File: src/rtl/tick_irq_pkg.sv
// Shared types and constants for the periodic tick interrupt controller.
// Build option TICK_IRQ_CTRL_PRESCALE_EN adds a clock prescaler in front of the counter.
package tick_irq_pkg;

   typedef enum logic [1:0] {
      ST_OFF  = 2'd0,
      ST_RUN  = 2'd1,
      ST_PEND = 2'd2
   } state_t;

   localparam int MIN_PERIOD = 2;

endpackage

File: src/rtl/tick_prescaler.sv
// Free-running divide-by-PRESCALE strobe generator with synchronous clear.
// Only instantiated when TICK_IRQ_CTRL_PRESCALE_EN is defined.
module tick_prescaler #(
   parameter int PRESCALE = 50
) (
   input  logic clk,
   input  logic reset,
   input  logic clear,
   output logic strobe
);

   localparam int W = (PRESCALE > 1) ? $clog2(PRESCALE) : 1;

   logic [W-1:0] cnt;

   assign strobe = (cnt == W'(PRESCALE - 1));

   always_ff @(posedge clk or posedge reset) begin
      if (reset)
         cnt <= '0;
      else if (clear || strobe)
         cnt <= '0;
      else
         cnt <= cnt + 1'b1;
   end

endmodule

File: src/rtl/tick_irq_ctrl.sv
// Programmable periodic interrupt source feeding ei_req of the MCU.
// Define TICK_IRQ_CTRL_PRESCALE_EN to count prescaled ticks instead of clk cycles.
module tick_irq_ctrl
   import tick_irq_pkg::*;
#(
   parameter int PERIOD_W       = 16,
   parameter int DEFAULT_PERIOD = 6250,
`ifdef TICK_IRQ_CTRL_PRESCALE_EN
   parameter int PRESCALE       = 50,
`endif
   parameter int OVR_W          = 8
) (
   input  logic                clk,
   input  logic                reset,
   input  logic                cfg_we,
   input  logic [PERIOD_W-1:0] cfg_period,
   input  logic                cfg_enable,
   input  logic                irq_mask,
   input  logic                irq_ack,
   output logic                ei_req,
   output logic                tick,
   output logic                pending,
   output logic [OVR_W-1:0]    overrun_count,
   output logic [PERIOD_W-1:0] cycle_count
);

   state_t              state, state_next;
   logic [PERIOD_W-1:0] period_reg;
   logic [PERIOD_W-1:0] counter;
   logic [PERIOD_W-1:0] period_in;
   logic                running;
   logic                advance;
   logic                pre_strobe;
   logic                wrap;
   logic                pending_next;

`ifdef TICK_IRQ_CTRL_PRESCALE_EN
   logic pre_clear;

   // Holding the prescaler clear while off restarts it on leaving ST_OFF.
   assign pre_clear = (state == ST_OFF) || cfg_we;

   tick_prescaler #(
      .PRESCALE (PRESCALE)
   ) u_prescaler (
      .clk    (clk),
      .reset  (reset),
      .clear  (pre_clear),
      .strobe (pre_strobe)
   );
`else
   assign pre_strobe = 1'b1;
`endif

   assign period_in = (cfg_period < PERIOD_W'(MIN_PERIOD)) ?
                      PERIOD_W'(MIN_PERIOD) : cfg_period;

   assign advance      = running && cfg_enable && !cfg_we;
   assign wrap         = advance && pre_strobe &&
                         (counter == period_reg - 1'b1);
   assign pending_next = wrap || (pending && !irq_ack);

   assign cycle_count = counter;

   always_ff @(posedge clk or posedge reset) begin
      if (reset)
         state <= ST_OFF;
      else
         state <= state_next;
   end

   always_comb begin
      state_next = state;
      unique case (state)
         ST_OFF:
            if (cfg_enable)
               state_next = pending_next ? ST_PEND : ST_RUN;
         ST_RUN:
            if (!cfg_enable)
               state_next = ST_OFF;
            else if (wrap)
               state_next = ST_PEND;
         ST_PEND:
            if (!cfg_enable)
               state_next = ST_OFF;
            else if (!pending_next)
               state_next = ST_RUN;
         default:
            state_next = ST_OFF;
      endcase
   end

   always_comb begin
      running = (state != ST_OFF);
   end

   always_ff @(posedge clk or posedge reset) begin
      if (reset) begin
         period_reg <= PERIOD_W'(DEFAULT_PERIOD);
         counter    <= '0;
      end else begin
         if (cfg_we)
            period_reg <= period_in;
         if (!advance)
            counter <= '0;
         else if (pre_strobe)
            counter <= wrap ? '0 : counter + 1'b1;
      end
   end

   always_ff @(posedge clk or posedge reset) begin
      if (reset) begin
         tick          <= 1'b0;
         pending       <= 1'b0;
         ei_req        <= 1'b0;
         overrun_count <= '0;
      end else begin
         tick    <= wrap;
         pending <= pending_next;
         ei_req  <= pending && !irq_mask;
         // A tick landing on an unacked pending is lost; ack on the same edge rescues it.
         if (wrap && pending && !irq_ack && (overrun_count != '1))
            overrun_count <= overrun_count + 1'b1;
      end
   end

endmodule

File: config.mk
export PLATFORM = sky130hd
export DESIGN_NAME = tick_irq_ctrl
export DESIGN_NICKNAME = d
export VERILOG_FILES = /design/src/rtl/tick_irq_pkg.sv /design/src/rtl/tick_prescaler.sv /design/src/rtl/tick_irq_ctrl.sv
export SDC_FILE = /design/constraint.sdc
export NUM_CORES = 1
export LEC_CHECK = 0
export ABC_CLOCK_PERIOD_IN_PS = 3100
export BUFFER_PORTS_ARGS = -buffer_cell sky130_fd_sc_hd__clkbuf_2
export CAP_MARGIN = 20
export CORE_UTILIZATION = 35
export CTS_BUF_LIST = sky130_fd_sc_hd__clkbuf_8
export DETAILED_ROUTE_END_ITERATION = 6
export SKIP_CTS_REPAIR_TIMING = 1
export SYNTH_ARGS = -nofsm -noshare
export SYNTH_HDL_FRONTEND = slang
export SYNTH_HIERARCHICAL = 1
export SYNTH_SLANG_ARGS = --single-unit
File: constraint.sdc
create_clock -name clk -period 3.1 [get_ports clk]
set_input_delay 0.31 -clock clk [delete_from_list [all_inputs] [get_ports clk]]
set_output_delay 0.31 -clock clk [all_outputs]
set_load 0.03 [all_outputs]
==> results.toml <==
[routing]
wl_per_cell_um = 14.4
via_count = 2139
drc = 0
routed_wl_um = 6070
vias_per_cell = 5.08
drtIter0Drc = 77
firstDrtPassIters = 4
ant_nets = 0

[die]
die_w_um = 87.7
rows = 30
dieArea_um2 = 7690
core_um2 = 6940
ios = 49
initial_utilization_pct = 37.0
die_h_um = 87.7

[run]
maxCapViolCount = 0

[logic_synthesis]
synth_area_per_cell_um2 = 10.0
synth_seq_cells = 45
synth-seq-area-share_pct = 44.1
ys_warn_count = 6
netlist_area_um2 = 2570
async_flop_share_pct = 100
synth_commonest_cells = "39 x dfrtp_1, 29 x nor2_1, 25 x xor2_1, 16 x nand2_1"
synthesis.nets = 281
netlist.area_leader.share_pct = 38.0
synth.most_common_cell = "dfrtp_1"
synth.top_cells.by_area = "dfrtp_1 38%, xor2_1 8.5%, dfstp_2 6.1%"
synth_cell_types = 51
synth_edf_count = 0
syn_inst = 256
ys.flop_type = "dfrtp_1"
synth_top_area_cell = "dfrtp_1"

[placed_design]
dp_hpwl_um = 4550
placed_cells = 408
globalplace.congestion = 0.898
portBuffers = 48
place_ws_ns = -0.0180

[worst_hold_path]
hold_end = "ei_req"
hold_start = "irq_mask"
hold_path_class = "primary input to register"
whs_path_depth = 2

[critical_path]
path_common_cell = "or4_4"
r2r-start = "period_reg[5]"
r2r_slack_ns = 0.09
path_buf_inv = 1
critPathArrivalTime_ns = 3.21
critical_path_class = "register to register"
worst_path_max_delay_cell = "or4_4"
end_kind = "register"
r2r-end = "cycle_count[13]"
path_max_fanout = 16
worstPathRequired_ns = 3.29
crit_chain = "or4_4 > or3_4 > or4_4 > a2111oi_4 > nand4_2 > or3b_1 > buf_12 > nor2_1"
critPathMaxStageDelay_ns = 0.59
rr_worst_depth = 8
cp-start-kind = "register"
cpLargestDelayFamily = "simple AND/OR/NAND/NOR gates"

[timing]
finalMaxSlewViolations = 0
worst_slew_pin_slew_ns = 0.549
fin_ws_ns = 0.0864
period_share_pct = 97.2
relSlewSlack_pct = 63.1
fmax_ghz = 0.332
worst_clock_skew_ns = 0.00937
setup_viol = 0
finalSetupTns_ns = 0
fin_crit_ns = 3.01
hold_violations = 0

[clock_network]
cts_buffers = 5
cts_tree = "built"
insertion_delay_ns = 0.30
clk_path_buf_depth = 2
clkSinkCount = 45
cts_max_level = 2
cts.clk_slew.worst_paths_ns = 0.09
root_buffer = "clkbuf_8"

[global_routing]
groute.usage.overall_pct = 17.0
grt_pass1_vias = 2041
grt_pass1_wl_um = 9860
gr-total-overflow = 0
antenna_found_initial = 0
grt_max_degree = 46

[cells_and_area]
area_delta_synth_final_pct = 24.5
nNetsFinal = 349
drive_gt1_share_pct = 35.1
fillers = 686
antenna_cells = 0
finalNonFillerCells = 421

[pwr]
p_leak_nw = 1.45
power_mw = 1.20
irDropWorstVdd_uv = 225
p_per_area_nw_per_um2 = 376

[run_status]
status = "complete, no violations"
==> layout make-up <==
cell class              instances  area (µm²)  share of cell area [%]
clock buffers                   6        82.6                    2.58
clock inverters                 2        7.51                   0.235
inverters                       9        33.8                    1.06
multi-input cells             193        1390                    43.4
flip-flops and latches         45        1130                    35.5
well taps                      96         120                    3.75
repair buffers                 70         433                    13.5
==> cells by family (layout without fill, tap and decap cells) <==
family | after synthesis | after routing | synth area share [%]
DFF | 45 | 45 | 44.1
xor gates and xnor gates | 38 | 38 | 13.0
and+or+nand+nor | 107 | 107 | 22.8
AOI/OAI and AO/OA | 32 | 32 | 9.54
buffers and inverters | 18 | 87 | 3.46
adders and majority gates | 3 | 3 | 1.46
muxes | 13 | 13 | 5.70
==> through the flow <==
stage,cell area [µm²],hold WS (ns),utilization (%)
after floorplan,2580,0.376,-
after global placement,3030,0.465,43.6
after detailed placement,3030,0.466,43.6
after CTS,3120,0.142,44.9
after global routing,3200,0.132,46.1
final,3200,0.151,46.1
==> layer usage <==
| layer | track usage (%) | up-vias | routed length [µm] |
|---|---|---|---|
| met4 | 5.07 | 0 | 80 |
| met3 | 4.24 | 7 | 255 |
| met5 | 0 | - | 0 |
| met2 | 29.1 | 57 | 3040 |
| met1 | 21.0 | 1023 | 2690 |
| li1 | - | 1052 | - |
==> report_power, final <==
part / switching (mW) / internal [mW]
Combinational: 0.101 / 0.0924
Clock: 0.195 / 0.176
Sequential: 0.0258 / 0.615
Total: 0.322 / 0.883
==> worst register-to-register path: cells and delay by family, from the launching register on <==
kind | cells | cell delay [ns]
compound gates | 1 | 0.34
buf+inv | 1 | 0.15
flops | 1 | 0.38
simple gates | 6 | 2.06
==> cell usage in the layout, fill, tap and decap left out, drive strengths merged, types with 5 or more instances in the layout <==
cell type,instances
dfrtp,39
mux2,13
and3,5
nor3,10
clkbuf,54
nor2,29
inv,11
nor4,8
buf,21
xnor2,13
nand2,16
nand3,12
nand4,8
xor2,25
o21ai,5
dfstp,6
==> worst max-delay path by stage <==
stage	start	depth (start not counted)	end	slack, ns
final	period_reg[5]	8	cycle_count[13]	0.09
after global routing	period_reg[0]	9	overrun_count[1]	-0.001
after CTS	period_reg[0]	9	overrun_count[1]	-0.07
after detailed placement	period_reg[0]	9	overrun_count[1]	-0.02
after global placement	period_reg[0]	9	overrun_count[1]	0.04
after floorplan	period_reg[5]	10	cycle_count[0]	0.02
Note: power is estimated with default switching activity, not from simulation.
